[config.mk]
export PLATFORM = sky130hd
export DESIGN_NAME = run_ctrl_flat
export DESIGN_NICKNAME = d
export VERILOG_FILES = /design/src/rtl/run_ctrl_if.sv /design/src/rtl/run_ctrl.sv /design/src/flat_wrapper.sv
export SDC_FILE = /design/constraint.sdc
export NUM_CORES = 1
export LEC_CHECK = 0
export CORE_MARGIN = 2
export CORE_UTILIZATION = 30
export DETAILED_ROUTE_END_ITERATION = 10
export GPL_ROUTABILITY_DRIVEN = 0
export GPL_TIMING_DRIVEN = 0
export PLACE_DENSITY = 0.55
export REMOVE_ABC_BUFFERS = 1
export SLEW_MARGIN = 25
export SYNTH_ARGS = -nofsm -noshare
export SYNTH_HDL_FRONTEND = slang
export SYNTH_SLANG_ARGS = --single-unit
[constraint.sdc]
create_clock -name clk -period 2.7 [get_ports clk]
set_input_delay 0.405 -clock clk [delete_from_list [all_inputs] [get_ports clk]]
set_output_delay 0.405 -clock clk [all_outputs]
set_load 0.01 [all_outputs]
[src/rtl/run_ctrl_if.sv]
// Handshake and core-control bundle between the test harness, run_ctrl and the core.
// The master side is the harness plus the core's done flag; the slave side is run_ctrl.
interface run_ctrl_if #(
   parameter int D  = 12,
   parameter int CW = 16
);
   logic          req;
   logic [1:0]    prog_sel;
   logic          core_done;
   logic          core_rst;
   logic          core_en;
   logic [D-1:0]  start_addr;
   logic          busy;
   logic          done;
   logic          timeout;
   logic [CW-1:0] cycles;

   modport master (
      output req, prog_sel, core_done,
      input  core_rst, core_en, start_addr, busy, done, timeout, cycles
   );

   modport slave (
      input  req, prog_sel, core_done,
      output core_rst, core_en, start_addr, busy, done, timeout, cycles
   );
endinterface

[src/rtl/run_ctrl.sv]
// Program-run sequencer: four-phase req/done handshake, core reset/enable sequencing,
// RUN-cycle counting and a watchdog that aborts runaway programs.
//
// state  | meaning
// IDLE   | core held in reset, waiting for req
// LOAD   | core held in reset for RST_CYC cycles while start_addr settles
// RUN    | core enabled, counting cycles, waiting for core_done or watchdog
// FIN    | core frozen (not in reset), done high until req drops
module run_ctrl #(
   parameter int          D       = 12,
   parameter int          CW      = 16,
   parameter int          RST_CYC = 2,
   parameter int          TIMEOUT = 4096,
   parameter logic [D-1:0] BASE0  = D'(0),
   parameter logic [D-1:0] BASE1  = D'(128),
   parameter logic [D-1:0] BASE2  = D'(256),
   parameter logic [D-1:0] BASE3  = D'(384)
) (
   input logic       clk,
   input logic       reset,
   run_ctrl_if.slave bus
);

   localparam logic [1:0] S_IDLE = 2'd0;
   localparam logic [1:0] S_LOAD = 2'd1;
   localparam logic [1:0] S_RUN  = 2'd2;
   localparam logic [1:0] S_FIN  = 2'd3;

   localparam int             LW        = (RST_CYC > 1) ? $clog2(RST_CYC) : 1;
   localparam logic [LW-1:0]  LOAD_INIT = LW'(RST_CYC - 1);
   localparam logic [CW-1:0]  CYC_MAX   = {CW{1'b1}};
   localparam logic [CW-1:0]  TIMEOUT_C = CW'(TIMEOUT);

   logic [1:0]    state_q, state_d;
   logic [LW-1:0] load_cnt_q, load_cnt_d;
   logic          core_rst_q, core_rst_d;
   logic          core_en_q, core_en_d;
   logic [D-1:0]  start_addr_q, start_addr_d;
   logic          busy_q, busy_d;
   logic          done_q, done_d;
   logic          timeout_q, timeout_d;
   logic [CW-1:0] cycles_q, cycles_d;

   logic [D-1:0]  base_addr;
   logic [CW-1:0] cyc_inc;

   always_comb begin
      base_addr = BASE0;
      case (bus.prog_sel)
         2'd0:    base_addr = BASE0;
         2'd1:    base_addr = BASE1;
         2'd2:    base_addr = BASE2;
         default: base_addr = BASE3;
      endcase
   end

   assign cyc_inc = (cycles_q == CYC_MAX) ? cycles_q : cycles_q + CW'(1);

   always_comb begin
      state_d      = state_q;
      load_cnt_d   = load_cnt_q;
      core_rst_d   = core_rst_q;
      core_en_d    = core_en_q;
      start_addr_d = start_addr_q;
      busy_d       = busy_q;
      done_d       = done_q;
      timeout_d    = timeout_q;
      cycles_d     = cycles_q;

      case (state_q)
         S_IDLE: begin
            core_rst_d = 1'b1;
            core_en_d  = 1'b0;
            busy_d     = 1'b0;
            done_d     = 1'b0;
            if (bus.req) begin
               state_d      = S_LOAD;
               start_addr_d = base_addr;
               cycles_d     = '0;
               timeout_d    = 1'b0;
               load_cnt_d   = LOAD_INIT;
               busy_d       = 1'b1;
            end
         end

         // core_done is stale while the core is in reset, so LOAD never looks at it
         S_LOAD: begin
            if (load_cnt_q == '0) begin
               state_d    = S_RUN;
               core_rst_d = 1'b0;
               core_en_d  = 1'b1;
            end else begin
               load_cnt_d = load_cnt_q - LW'(1);
            end
         end

         // the cycle that samples core_done is counted, and core_done beats the watchdog
         S_RUN: begin
            cycles_d = cyc_inc;
            if (bus.core_done || (cyc_inc == TIMEOUT_C)) begin
               state_d   = S_FIN;
               timeout_d = !bus.core_done;
               done_d    = 1'b1;
               busy_d    = 1'b0;
               core_en_d = 1'b0;
            end
         end

         S_FIN: begin
            if (!bus.req) begin
               state_d    = S_IDLE;
               done_d     = 1'b0;
               core_rst_d = 1'b1;
            end
         end

         default: state_d = S_IDLE;
      endcase
   end

   always_ff @(posedge clk) begin
      if (!reset) begin
         state_q      <= S_IDLE;
         load_cnt_q   <= '0;
         core_rst_q   <= 1'b1;
         core_en_q    <= 1'b0;
         start_addr_q <= BASE0;
         busy_q       <= 1'b0;
         done_q       <= 1'b0;
         timeout_q    <= 1'b0;
         cycles_q     <= '0;
      end else begin
         state_q      <= state_d;
         load_cnt_q   <= load_cnt_d;
         core_rst_q   <= core_rst_d;
         core_en_q    <= core_en_d;
         start_addr_q <= start_addr_d;
         busy_q       <= busy_d;
         done_q       <= done_d;
         timeout_q    <= timeout_d;
         cycles_q     <= cycles_d;
      end
   end

   assign bus.core_rst   = core_rst_q;
   assign bus.core_en    = core_en_q;
   assign bus.start_addr = start_addr_q;
   assign bus.busy       = busy_q;
   assign bus.done       = done_q;
   assign bus.timeout    = timeout_q;
   assign bus.cycles     = cycles_q;

endmodule

[src/flat_wrapper.sv]
// flat-port wrapper written by rule: the top's interface ports become plain ports
module run_ctrl_flat 
#(
   parameter int          D       = 12,
   parameter int          CW      = 16,
   parameter int          RST_CYC = 2,
   parameter int          TIMEOUT = 4096,
   parameter logic [D-1:0] BASE0  = D'(0),
   parameter logic [D-1:0] BASE1  = D'(128),
   parameter logic [D-1:0] BASE2  = D'(256),
   parameter logic [D-1:0] BASE3  = D'(384)
)
  (clk, reset, bus_req, bus_prog_sel, bus_core_done, bus_core_rst, bus_core_en, bus_start_addr, bus_busy, bus_done, bus_timeout, bus_cycles);
  run_ctrl_if #(.D(D), .CW(CW)) bus_i ();
  input logic clk;
  input logic reset;
  input wire logic [$bits(bus_i.req)-1:0] bus_req;
  input wire logic [$bits(bus_i.prog_sel)-1:0] bus_prog_sel;
  input wire logic [$bits(bus_i.core_done)-1:0] bus_core_done;
  output wire logic [$bits(bus_i.core_rst)-1:0] bus_core_rst;
  output wire logic [$bits(bus_i.core_en)-1:0] bus_core_en;
  output wire logic [$bits(bus_i.start_addr)-1:0] bus_start_addr;
  output wire logic [$bits(bus_i.busy)-1:0] bus_busy;
  output wire logic [$bits(bus_i.done)-1:0] bus_done;
  output wire logic [$bits(bus_i.timeout)-1:0] bus_timeout;
  output wire logic [$bits(bus_i.cycles)-1:0] bus_cycles;
  assign bus_i.req = bus_req;
  assign bus_i.prog_sel = bus_prog_sel;
  assign bus_i.core_done = bus_core_done;
  assign bus_core_rst = bus_i.core_rst;
  assign bus_core_en = bus_i.core_en;
  assign bus_start_addr = bus_i.start_addr;
  assign bus_busy = bus_i.busy;
  assign bus_done = bus_i.done;
  assign bus_timeout = bus_i.timeout;
  assign bus_cycles = bus_i.cycles;
  run_ctrl #(.D(D), .CW(CW), .RST_CYC(RST_CYC), .TIMEOUT(TIMEOUT), .BASE0(BASE0), .BASE1(BASE1), .BASE2(BASE2), .BASE3(BASE3)) u_core (.clk(clk), .reset(reset), .bus(bus_i));
endmodule
==> results of run 1 <==
metal layers:
metal | part of all wire | up-vias | global-route usage
li1 | - | 868 | -
met1 | 0.50 | 818 | 0.239
met2 | 0.44 | 45 | 0.234
met3 | 0.046 | 7 | 0.0169
met4 | 0.015 | 0 | 0.0508
met5 | 0 | - | 0
worst max-delay path, cell delays in order (launching register included):
cell     delay, ns
dfxtp_2       0.44
nand3_2       0.24
nor4_4        0.40
xnor2_1       0.16
a41oi_1       0.22
or4_4         0.61
a21oi_2       0.21
mux2i_1       0.20
kinds of logic after synthesis:
logic type	after synthesis
adder cells (fa/ha/maj)	5
XOR/XNOR	4
multiplexers	1
AND/OR/NAND/NOR	101
other	1
flip-flops	26
AO/OA/AOI/OAI	66
buffers and inverters	31
synth_stat cells (all sizes together) (2+ instances only):
library cell	n
nand2	27
dfxtp	26
a21oi	22
o21ai	21
nor2	20
buf	18
nor3	10
nand3	9
inv	7
nor4	7
and4	6
clkbuf	6
a311oi	5
ha	5
nand4	5
and3	4
xnor2	4
a22oi	3
a31oi	3
and2	3
a211oi	2
nand2b	2
nor2b	2
o211ai	2
o31ai	2
o32ai	2
or3	2
through the flow:
| step | power, W | std cells | setup TNS, ns |
|---|---|---|---|
| after floorplan | 0.000791 | 220 | 0 |
| after global placement | 0.000965 | 320 | -0.806 |
| after detailed placement | 0.000975 | 320 | -0.132 |
| after CTS | 0.00132 | 324 | 0 |
| after global routing | 0.00141 | 324 | 0 |
| final | 0.00131 | 324 | 0 |
registers in the layout, summed over array words and instances, names as in the netlist:
signal and count:
u_core.bus.cycles 16, u_core.bus.start_addr 2, u_core.state_q 2, u_core.bus.busy 1
u_core.bus.core_en 1, u_core.bus.core_rst 1, u_core.bus.done 1, u_core.bus.timeout 1
u_core.load_cnt_q 1
where the power goes:
part / switching (W) / total (W) / internal (W)
registers: 0.0000377 / 0.000468 / 0.000431
logic: 0.000322 / 0.000504 / 0.000182
clock network: 0.000137 / 0.000335 / 0.000199
repair_timing:
action	in CTS	in global routing
setup endpoints to repair	2	6
setup buffers	0	0
gates resized for setup	2	13
how the worst min path moves through the flow:
stage                     cells past startpoint                        to                     start
final                                         2  u_core.bus.start_addr[7]  u_core.bus.start_addr[7]
after CTS                                     2  u_core.bus.start_addr[7]  u_core.bus.start_addr[7]
after detailed placement                      2  u_core.bus.start_addr[7]  u_core.bus.start_addr[7]
after global placement                        2  u_core.bus.start_addr[7]  u_core.bus.start_addr[7]
after global routing                          2  u_core.bus.start_addr[7]  u_core.bus.start_addr[7]
after floorplan                               1       u_core.bus.core_rst                     reset
final cells by class:
cell class,count,share of cell area
Clock inverter,1,0.0140
Clock buffer,3,0.0193
Tap cell,72,0.0421
Inverter,7,0.0123
Sequential cell,26,0.247
Multi-Input combinational cell,187,0.534
Timing Repair Buffer,28,0.131
==> impl_metrics.json, run 1 <==
{
  "setup_ws_ns": 0.155,
  "hold_path.class": "reg -> reg",
  "grt_pass1_vias": 1550,
  "synth_edf_count": 0,
  "nFillCells": 605,
  "crit_type": "reg -> reg",
  "yosysWarnings": 0,
  "die_area_um2": 6500,
  "rows": 27,
  "cts_buffers": 3,
  "hold_viol_final": 0,
  "drv_cap": 0,
  "dpl.hpwl_um": 3340,
  "die_w_um": 80.6,
  "core_um2": 5570,
  "reg2reg_setup_slack_ns": 0.15,
  "grt_pass1_wl_um": 8010,
  "start_util": 0.316,
  "grt_overflow_total": 0,
  "synth_area_um2": 1760,
  "crit_fanout": 8,
  "clock_sinks": 26,
  "area_growth_pct": 21.4,
  "vias_per_cell": 5.36,
  "finalNetCount": 264,
  "cellPowerDensity_nw_per_um2": 611,
  "layout_common_cells": "clkdlybuf4s50_1 (28), nand2_1 (26), a21oi_1 (21)",
  "post-route-util": 0.384,
  "cts_root_buffer": "clkbuf_8",
  "synth_xor_area_frac": 0.0199,
  "rr_endpoint": "u_core.state_q[1]",
  "htreeDepth": 1,
  "drtIter0Drc": 111,
  "ios": 39,
  "synth_top_area_frac": 0.295,
  "fin_crit_sh": 0.943,
  "grt_start_max_net_pins": 22,
  "multi_input_area_um2": 1140,
  "numPortBuffers": 28,
  "clock.fmax_ghz": 0.393,
  "layout_commonest_cell": "clkdlybuf4s50_1",
  "n_antenna_cell": 0,
  "first_pass_iters": 4,
  "clk_pin_slew_ns": 0.10,
  "synth-simple-area-share": 0.308,
  "ant_nets": 0,
  "synth_top_family_by_area": "simple AND/OR/NAND/NOR gates",
  "seq_area_frac_synth": 0.295,
  "cts_tree": "yes",
  "synth-main-ff-cell": "dfxtp_1",
  "status": "finished clean",
  "synthMuxAreaShare": 0.00568,
  "wirelength_um": 4750,
  "synth_top_cell_by_area": "dfxtp_1",
  "critPathCapture": "u_core.state_q[1]",
  "wl_per_cell_um": 14.7,
  "final_cell_area_um2": 2140,
  "synthAdderAreaFrac": 0.0355,
  "power_leakage_nw": 0.697,
  "drive_above_1_share": 0.103,
  "finalMaxSlewViolations": 0,
  "skew_ns": 0.00291,
  "grt_util_all_layers": 0.159,
  "ir_drop_mv": 0.310,
  "critPathLaunch": "u_core.bus.cycles[3]",
  "cts_hold_buf": 0,
  "arrival_ns": 2.76,
  "fp.dieH_um": 80.6,
  "dr_total_vias": 1738,
  "synth_compound_area_frac": 0.227,
  "cts.path.max_buffers": 2,
  "worstReg2RegStart": "u_core.bus.cycles[3]",
  "tightestPinTransition_ns": 0.742,
  "fin_crit_ns": 2.55,
  "synthArstFlopShare": 0,
  "cp-start-kind": "flip-flop",
  "register_area_um2": 529,
  "finalSetupViolCount": 0,
  "synth_area_leaders": "dfxtp_1 (30%), a21oi_1 (6.0%), nand2_1 (5.8%), o21ai_0 (5.4%), buf_4 (5.1%)",
  "insertion_delay_ns": 0.28,
  "cp-end-kind": "flip-flop",
  "dp_slack_ns": -0.0702,
  "synth_cell_types": 46,
  "place_area_um2": 2010,
  "r2r_cells": 7,
  "ys_ff_latch": 26,
  "grt_antenna_before_repair": 0,
  "whs_ns": 0.461,
  "syn_inst": 235,
  "syn_avg_cell_area_um2": 7.50,
  "worstPathRequired_ns": 2.91,
  "route.detailed.drc": 0,
  "slew_headroom": 0.505,
  "rsz0062_at_grt": "no"
}
Power figures use the tool's default switching activity.
==> run 2: changes to the inputs <==
- CAP_MARGIN: default -> 20
- CORE_ASPECT_RATIO: default -> 1.75
- CTS_CLUSTER_SIZE: default -> 12
==> impl_metrics.json, run 2 (synthesis results as in run 1) <==
{
  "clk_pin_slew_ns": 0.09,
  "register_area_um2": 528,
  "multi_input_area_um2": 1130,
  "layout_commonest_cell": "clkdlybuf4s50_1",
  "worstPathRequired_ns": 2.91,
  "cts_hold_buf": 0,
  "grt_overflow_total": 0,
  "drtIter0Drc": 63,
  "ios": 39,
  "finalNetCount": 265,
  "nFillCells": 638,
  "dr_total_vias": 1767,
  "hold_viol_final": 0,
  "ir_drop_mv": 0.190,
  "die_w_um": 61.9,
  "rows": 37,
  "place_area_um2": 2020,
  "finalMaxSlewViolations": 0,
  "core_um2": 5790,
  "wirelength_um": 4910,
  "cellPowerDensity_nw_per_um2": 567,
  "status": "finished clean",
  "post-route-util": 0.365,
  "grt_util_all_layers": 0.158,
  "power_w": 0.00120,
  "finalSetupViolCount": 0,
  "drv_cap": 0,
  "power_leakage_nw": 0.685,
  "cts_buffers": 3,
  "clock_sinks": 26,
  "ant_nets": 0,
  "hold_path.class": "reg -> reg",
  "cts_root_buffer": "clkbuf_8",
  "grt_pass1_wl_um": 7850,
  "start_util": 0.304,
  "skew_ns": 0.00502,
  "clock.fmax_ghz": 0.392,
  "crit_type": "reg -> reg",
  "drive_above_1_share": 0.0873,
  "grt_pass1_vias": 1631,
  "numPortBuffers": 28,
  "area_growth_pct": 19.8,
  "cp-end-kind": "flip-flop",
  "fp.dieH_um": 105,
  "slew_headroom": 0.528,
  "final_cell_area_um2": 2110,
  "insertion_delay_ns": 0.27,
  "dp_slack_ns": 0.0269,
  "fin_crit_ns": 2.55,
  "wl_per_cell_um": 14.9,
  "cts.path.max_buffers": 2,
  "n_antenna_cell": 0,
  "rsz0062_at_grt": "no",
  "grt_antenna_before_repair": 0,
  "layout_common_cells": "clkdlybuf4s50_1 (28), nand2_1 (27), a21oi_1 (21)",
  "crit_fanout": 11,
  "htreeDepth": 1,
  "die_area_um2": 6530,
  "setup_ws_ns": 0.150,
  "fin_crit_sh": 0.944,
  "cts_tree": "yes",
  "arrival_ns": 2.76,
  "cp-start-kind": "flip-flop",
  "tightestPinTransition_ns": 0.708,
  "largest_register_ffs": 16,
  "route.detailed.drc": 0,
  "grt_start_max_net_pins": 22,
  "first_pass_iters": 5,
  "dpl.hpwl_um": 3640,
  "vias_per_cell": 5.35
}
## run 2: routing by layer
layer | vias to the layer above | global-route usage | wire length, um
met4 | 0 | 0.0729 | 151
met2 | 62 | 0.283 | 2630
met1 | 819 | 0.172 | 1900
li1 | 875 | - | -
met3 | 11 | 0.0221 | 230
met5 | - | 0 | 0
## run 2: worst paths after layout
path | start | to | slack [ns] | cells after the start
worst min-delay path | u_core.bus.start_addr[7] | u_core.bus.start_addr[7] | 0.46 | 2
worst min register to register | u_core.bus.start_addr[7] | u_core.bus.start_addr[7] | 0.46 | 2
worst max register to register | u_core.bus.cycles[2] | u_core.state_q[1] | 0.15 | 7
worst max-delay path | u_core.bus.cycles[2] | u_core.state_q[1] | 0.15 | 7
## run 2: worst max-delay path: stages, from the launching register on
cell	delay (ns)
dfxtp_2	0.45
nand3_2	0.25
or2_2	0.39
o31ai_1	0.32
o211ai_1	0.21
or4_4	0.47
a21oi_2	0.21
mux2i_1	0.19
## run 2: metrics by stage
step	std cells	hold slack (ns)	TNS (ns)
global route	330	0.494	0
detailed placement	327	0.447	0
global placement	326	0.444	-0.563
CTS	330	0.461	0
finish	330	0.456	0
floorplan	220	0.467	0
## run 2: power by group
part / switching, W / internal, W / leakage (nW)
Combinational: 0.000319 / 0.000189 / 0.450
Sequential: 0.0000348 / 0.000431 / 0.214
Clock: 0.000124 / 0.000100 / 0.0216
## run 2: layout make-up
type	instances	share of cell area
sequential	26	0.250
clock buffer	3	0.0196
tap	78	0.0462
multi-input combinational	187	0.535
timing repair buffer	29	0.136
inverter	7	0.0124
## run 2: repair_timing
| action | 4_1_cts | 5_1_grt |
|---|---|---|
| resized for setup | 2 | 10 |
| setup endpoints to repair | 1 | 5 |
| buffers inserted | 0 | 0 |
